==> src/rtl/updown_modn_counter_if.sv <==
// Control and status bundle for updown_modn_counter.
// The counter side uses the slave modport; whoever drives it uses master.
interface updown_modn_counter_if #(
  parameter int unsigned WIDTH = 4
);
  logic             en;
  logic             A;
  logic             sat;
  logic             load;
  logic [WIDTH-1:0] din;
  logic [WIDTH-1:0] q;
  logic             out;
  logic             cout;
  logic             ovf;

  modport master (
    output en, A, sat, load, din,
    input  q, out, cout, ovf
  );

  modport slave (
    input  en, A, sat, load, din,
    output q, out, cout, ovf
  );
endinterface

==> src/rtl/updown_modn_counter.sv <==
// Reversible modulo-MODULUS counter with a Mealy terminal output and a cascade carry.
// Define UPDOWN_MODN_OVF_STICKY_EN to build the sticky overflow flag; otherwise ovf is tied low.
module updown_modn_counter #(
  parameter int unsigned WIDTH       = 4,
  parameter int unsigned MODULUS     = 10,
  parameter int unsigned RESET_VALUE = 0
) (
  input  logic                  clk,
  input  logic                  reset,
  updown_modn_counter_if.slave  bus
);

  localparam longint unsigned SPAN  = 64'(1) << WIDTH;
  localparam logic [WIDTH-1:0] MAX_Q = WIDTH'(MODULUS - 1);
  localparam logic [WIDTH-1:0] RST_Q = WIDTH'(RESET_VALUE);

  // Reject illegal configurations at elaboration time.
  if (MODULUS < 2 || 64'(MODULUS) > SPAN) begin : g_bad_modulus
    $error("updown_modn_counter: MODULUS must satisfy 2 <= MODULUS <= 2**WIDTH");
  end
  if (RESET_VALUE >= MODULUS) begin : g_bad_reset_value
    $error("updown_modn_counter: RESET_VALUE must be below MODULUS");
  end

  logic [WIDTH-1:0] q_r;
  logic [WIDTH-1:0] q_next;
  logic             out_c;
  logic             cout_c;

  always_ff @(posedge clk or posedge reset) begin
    if (reset) q_r <= RST_Q;
    else       q_r <= q_next;
  end

  // Load beats counting; limits either wrap or hold, never leaving 0..MODULUS-1.
  always_comb begin
    q_next = q_r;
    if (bus.load) begin
      q_next = (bus.din > MAX_Q) ? MAX_Q : bus.din;
    end else if (bus.en) begin
      if (!bus.A) begin
        if (q_r == MAX_Q) q_next = bus.sat ? q_r : '0;
        else              q_next = q_r + WIDTH'(1);
      end else begin
        if (q_r == '0)    q_next = bus.sat ? q_r : MAX_Q;
        else              q_next = q_r - WIDTH'(1);
      end
    end
  end

  always_comb begin
    out_c  = bus.A ? (q_r == '0) : (q_r == MAX_Q);
    cout_c = out_c & bus.en & ~bus.load;
  end

  assign bus.q    = q_r;
  assign bus.out  = out_c;
  assign bus.cout = cout_c;

`ifdef UPDOWN_MODN_OVF_STICKY_EN
  logic ovf_r;

  // Load clears before a same-edge carry can set it.
  always_ff @(posedge clk or posedge reset) begin
    if (reset)       ovf_r <= 1'b0;
    else if (bus.load) ovf_r <= 1'b0;
    else if (cout_c) ovf_r <= 1'b1;
  end

  assign bus.ovf = ovf_r;
`else
  assign bus.ovf = 1'b0;
`endif

endmodule
==> src/flat_wrapper.sv <==
// flat-port wrapper written by rule: the top's interface ports become plain ports
module updown_modn_counter_flat 
#(
  parameter int unsigned WIDTH       = 4,
  parameter int unsigned MODULUS     = 10,
  parameter int unsigned RESET_VALUE = 0
)
  (clk, reset, bus_en, bus_A, bus_sat, bus_load, bus_din, bus_q, bus_out, bus_cout, bus_ovf);
  updown_modn_counter_if #(.WIDTH(WIDTH)) bus_i ();
  input  logic clk;
  input  logic reset;
  input wire logic [$bits(bus_i.en)-1:0] bus_en;
  input wire logic [$bits(bus_i.A)-1:0] bus_A;
  input wire logic [$bits(bus_i.sat)-1:0] bus_sat;
  input wire logic [$bits(bus_i.load)-1:0] bus_load;
  input wire logic [$bits(bus_i.din)-1:0] bus_din;
  output wire logic [$bits(bus_i.q)-1:0] bus_q;
  output wire logic [$bits(bus_i.out)-1:0] bus_out;
  output wire logic [$bits(bus_i.cout)-1:0] bus_cout;
  output wire logic [$bits(bus_i.ovf)-1:0] bus_ovf;
  assign bus_i.en = bus_en;
  assign bus_i.A = bus_A;
  assign bus_i.sat = bus_sat;
  assign bus_i.load = bus_load;
  assign bus_i.din = bus_din;
  assign bus_q = bus_i.q;
  assign bus_out = bus_i.out;
  assign bus_cout = bus_i.cout;
  assign bus_ovf = bus_i.ovf;
  updown_modn_counter #(.WIDTH(WIDTH), .MODULUS(MODULUS), .RESET_VALUE(RESET_VALUE)) u_core (.clk(clk), .reset(reset), .bus(bus_i));
endmodule
==> config.mk <==
export PLATFORM = sky130hd
export DESIGN_NAME = updown_modn_counter_flat
export DESIGN_NICKNAME = d
export VERILOG_FILES = /design/src/rtl/updown_modn_counter_if.sv /design/src/rtl/updown_modn_counter.sv /design/src/flat_wrapper.sv
export SDC_FILE = /design/constraint.sdc
export NUM_CORES = 1
export LEC_CHECK = 0
export ABC_CLOCK_PERIOD_IN_PS = 1700
export BUFFER_PORTS_ARGS = -buffer_cell sky130_fd_sc_hd__buf_4
export CAP_MARGIN = 20
export CORE_AREA = 4 4 41 43
export CTS_CLUSTER_SIZE = 28
export DETAILED_ROUTE_END_ITERATION = 12
export DIE_AREA = 0 0 45 47
export GPL_ROUTABILITY_DRIVEN = 1
export GPL_TIMING_DRIVEN = 0
export HOLD_SLACK_MARGIN = 0.05
export MAX_ROUTING_LAYER = met4
export PLACE_DENSITY = 0.64
export SKIP_LAST_GASP = 1
export SYNTH_ARGS = -nofsm -noshare
export SYNTH_HDL_FRONTEND = slang
export SYNTH_SLANG_ARGS = --single-unit
==> constraint.sdc <==
create_clock -name clk -period 1.7 [get_ports clk]
set_clock_uncertainty 0.15 [all_clocks]
set_input_delay 0 -clock clk [delete_from_list [all_inputs] [get_ports clk]]
set_output_delay 0 -clock clk [all_outputs]
set_load 0.05 [all_outputs]
==> impl_metrics.tcl <==
set metrics [dict create \
    largest_reg_flops 4 \
    dieArea_um2 2120 \
    grt_max_degree 11 \
    cp_top_family "simple AND/OR/NAND/NOR gates" \
    grt_use_met3 0.0268 \
    crit_path_top_delay_cell "dfrtp_2" \
    ys_top_cells_by_area "dfrtp_1, o21ai_0, nand3b_1, mux2i_1, a21boi_4" \
    violations "setup timing" \
    use_met2 0.263 \
    diodes 0 \
    fmax_mhz 583 \
    required_ns 1.55 \
    drt-total-wl_um 1390 \
    fin_total_pwr_uw 548 \
    io_buffers 13 \
    crit_type "flip-flop to output port" \
    setup_violations 1 \
    slew_violations 0 \
    clock-sinks 4 \
    min_path_type "input port to flip-flop" \
    gp_congestion 0.816 \
    p_seq_frac 0.236 \
    ioPinCount 17 \
    num_vias 503 \
    critical-path-max-stage-delay_ns 0.40 \
    synth_cells 54 \
    place_ws_ns -0.000573 \
    setup_ws_ns -0.0155 \
    min_period_ns 1.72 \
    grt_overflow 0 \
    synth_top_area_frac 0.230 \
    htreeDepth 1 \
    fillers 135 \
    grtUsageTotal 0.161 \
    status "complete, but fails checks" \
    fp.dieW_um 45 \
    fin_crit_sh 1.01 \
    drive_above_1_share 0.361 \
    grt_pass1_vias 508 \
    die_h_um 47 \
    cts_made_buffers 3 \
    crit_path_cell_trace "or3b_4, a21boi_4, nor3b_4, buf_6" \
    endpoint_kind "output port" \
    drtIter0Drc 12 \
    cts_root_buf "clkbuf_4" \
    hold_viol 0 \
    synth_cell_types 29 \
    crit_buf_inv 1 \
    startpoint_type "flip-flop" \
    cts.clk_slew.worst_paths_ns 0.05 \
    drc 0 \
    clkPwrFrac 0.261 \
    nets 94 \
    wl_per_cell_um 14.2 \
    cts_tree "built" \
    yosys.area.top_type "dfrtp_1" \
    dp_hpwl_um 837 \
    grt_util_met1 0.157 \
    clockBufferDepth 2 \
    insertion_delay_ns 0.25 \
    antenna_found_initial 0 \
    path_max_fanout 2 \
    yosys_warnings 0 \
    synthesis.nets 64 \
    rsz0062_at_grt "true" \
    cap_violations 0 \
    antenna_left 0 \
    p_int_uw 318 \
    power.leakage_nw 0.321 \
    p_comb_frac 0.503 \
    synthesis.area_um2 435 \
    ys_ff_latch 4 \
    vdd_drop_max_uv 385 \
    syn_avg_cell_area_um2 8.06 \
    swShare 0.419 \
    grt_pass1_wl_um 2230 \
    firstDrtPassIters 4 \
    initial_utilization 0.335 \
    powerDensity_nw_per_um2 763 \
    core_region_area_um2 1300 \
    via_per_inst 5.13 \
    ys_seq_area_frac 0.230 \
    final.setup.tns_ns -0.0155 \
    cp.arrival_ns 1.57 \
    final_core_util 0.552 \
    power.switching_uw 230 \
    fp-row-count 13 \
    syn2layout_area_growth_pct 64.9 \
    top_usage_layer "met2" \
]
## what timing repair did
action                                 in CTS  in global routing
gates resized for setup                     1                  2
pin swaps                                   1                  1
setup endpoints to repair                   3                  4
buffers inserted                            3                  0
endpoints found under the hold margin       8                  0
hold buffers                               11                  0
## worst register-to-register path: cells and delay by family (launching register included)
kind / cells / cell delay (ns)
flip-flops: 1 / 0.40
AO/OA/AOI/OAI: 3 / 0.27
buffers and inverters: 1 / 0.14
AND/OR/NAND/NOR: 1 / 0.40
multiplexers: 1 / 0.14
## cell usage in the layout, fill, tap and decap left out
cell and n:
a2111oi_0 1, a21boi_0 2, a21boi_4 1, a21oi_1 3, a21oi_2 1, a31oi_1 2, and2_1 1, and3b_1 1
and4bb_2 1, buf_2 1, buf_4 16, buf_6 2, clkbuf_1 1, clkbuf_4 3, conb_1 1, dfrtp_1 3
dfrtp_2 1, dlygate4sd3_1 11, inv_1 4, mux2i_1 2, nand2_1 3, nand3b_1 3, nand4b_1 1, nor2_1 2
nor2_2 1, nor3_1 2, nor3b_2 1, nor3b_4 1, o211ai_1 1, o21ai_0 6, o21ai_1 1, or3b_4 1
xor2_1 2
## worst paths after layout
path / start / cells past startpoint / slack [ns] / endpoint
min reg2reg: u_core.bus.q[2]$_DFFE_PP0P_ / 2 / 0.60 / u_core.bus.q[2]$_DFFE_PP0P_
max in group asynchronous: reset / 4 / 0.59 / u_core.bus.q[1]$_DFFE_PP0P_
min in group asynchronous: reset / 4 / 0.63 / u_core.bus.q[2]$_DFFE_PP0P_
max reg2reg: u_core.bus.q[3]$_DFFE_PP0P_ / 6 / 0.07 / u_core.bus.q[3]$_DFFE_PP0P_
max: u_core.bus.q[3]$_DFFE_PP0P_ / 4 / -0.02 / bus_cout
min: bus_A / 4 / 0.13 / u_core.bus.q[0]$_DFFE_PP0P_
## Yosys cell counts
library cell	count
buf_1	1
nand3b_1	3
a2111oi_0	1
nor3b_1	1
buf_4	2
buf_2	1
nor3b_2	1
mux2i_1	2
a21oi_2	1
a21boi_4	1
inv_1	4
and2_1	1
nand2_1	3
conb_1	1
buf_6	1
a21boi_0	2
nor2_1	3
or3b_4	1
a31oi_1	2
xor2_1	2
nand4b_1	1
nor3_1	2
o21ai_0	6
a21oi_1	3
o21ai_1	1
dfrtp_1	4
and4bb_2	1
and3b_1	1
o211ai_1	1
## per-layer routing
metal | vias up | routed length [um]
met4 | 0 | 85
li1 | 251 | -
met5 | - | 0
met2 | 18 | 685
met1 | 225 | 565
met3 | 9 | 51
## cell families after synthesis
| family | count (synthesis) | synth area share |
|---|---|---|
| xor gates and xnor gates | 2 | 0.0402 |
| other | 1 | 0.00861 |
| AOI/OAI and AO/OA | 18 | 0.279 |
| DFF | 4 | 0.230 |
| muxes | 2 | 0.0460 |
| and+or+nand+nor | 18 | 0.282 |
| buffers and inverters | 9 | 0.115 |
## power by group through the flow
stage	Combinational (mW)	Clock, mW	Sequential (mW)
2_1_floorplan	0.135	0	0.171
3_3_place_gp	0.238	0	0.129
3_5_place_dp	0.242	0	0.130
4_1_cts	0.270	0.148	0.128
5_1_grt	0.296	0.153	0.132
6_report	0.276	0.143	0.129
## cell type report
cell class / instances / area [um^2] / share of cell area
multi-input cells: 41 / 299 / 0.416
repair buffers: 27 / 238 / 0.331
flip-flops and latches: 4 / 101 / 0.141
clock buffers: 4 / 26.3 / 0.0366
plain buffers: 3 / 20.0 / 0.0279
well taps: 15 / 18.8 / 0.0261
inverters: 4 / 15.0 / 0.0209
## stage by stage
step / instance area, um^2 / hold WS [ns] / instances
after floorplan: 448 / -0.384 / 54
after global placement: 564 / -0.252 / 82
after detailed placement: 564 / -0.240 / 82
after CTS: 716 / 0.135 / 99
after global routing: 718 / 0.189 / 98
final: 718 / 0.128 / 98
(Power assumes the default switching activity.)
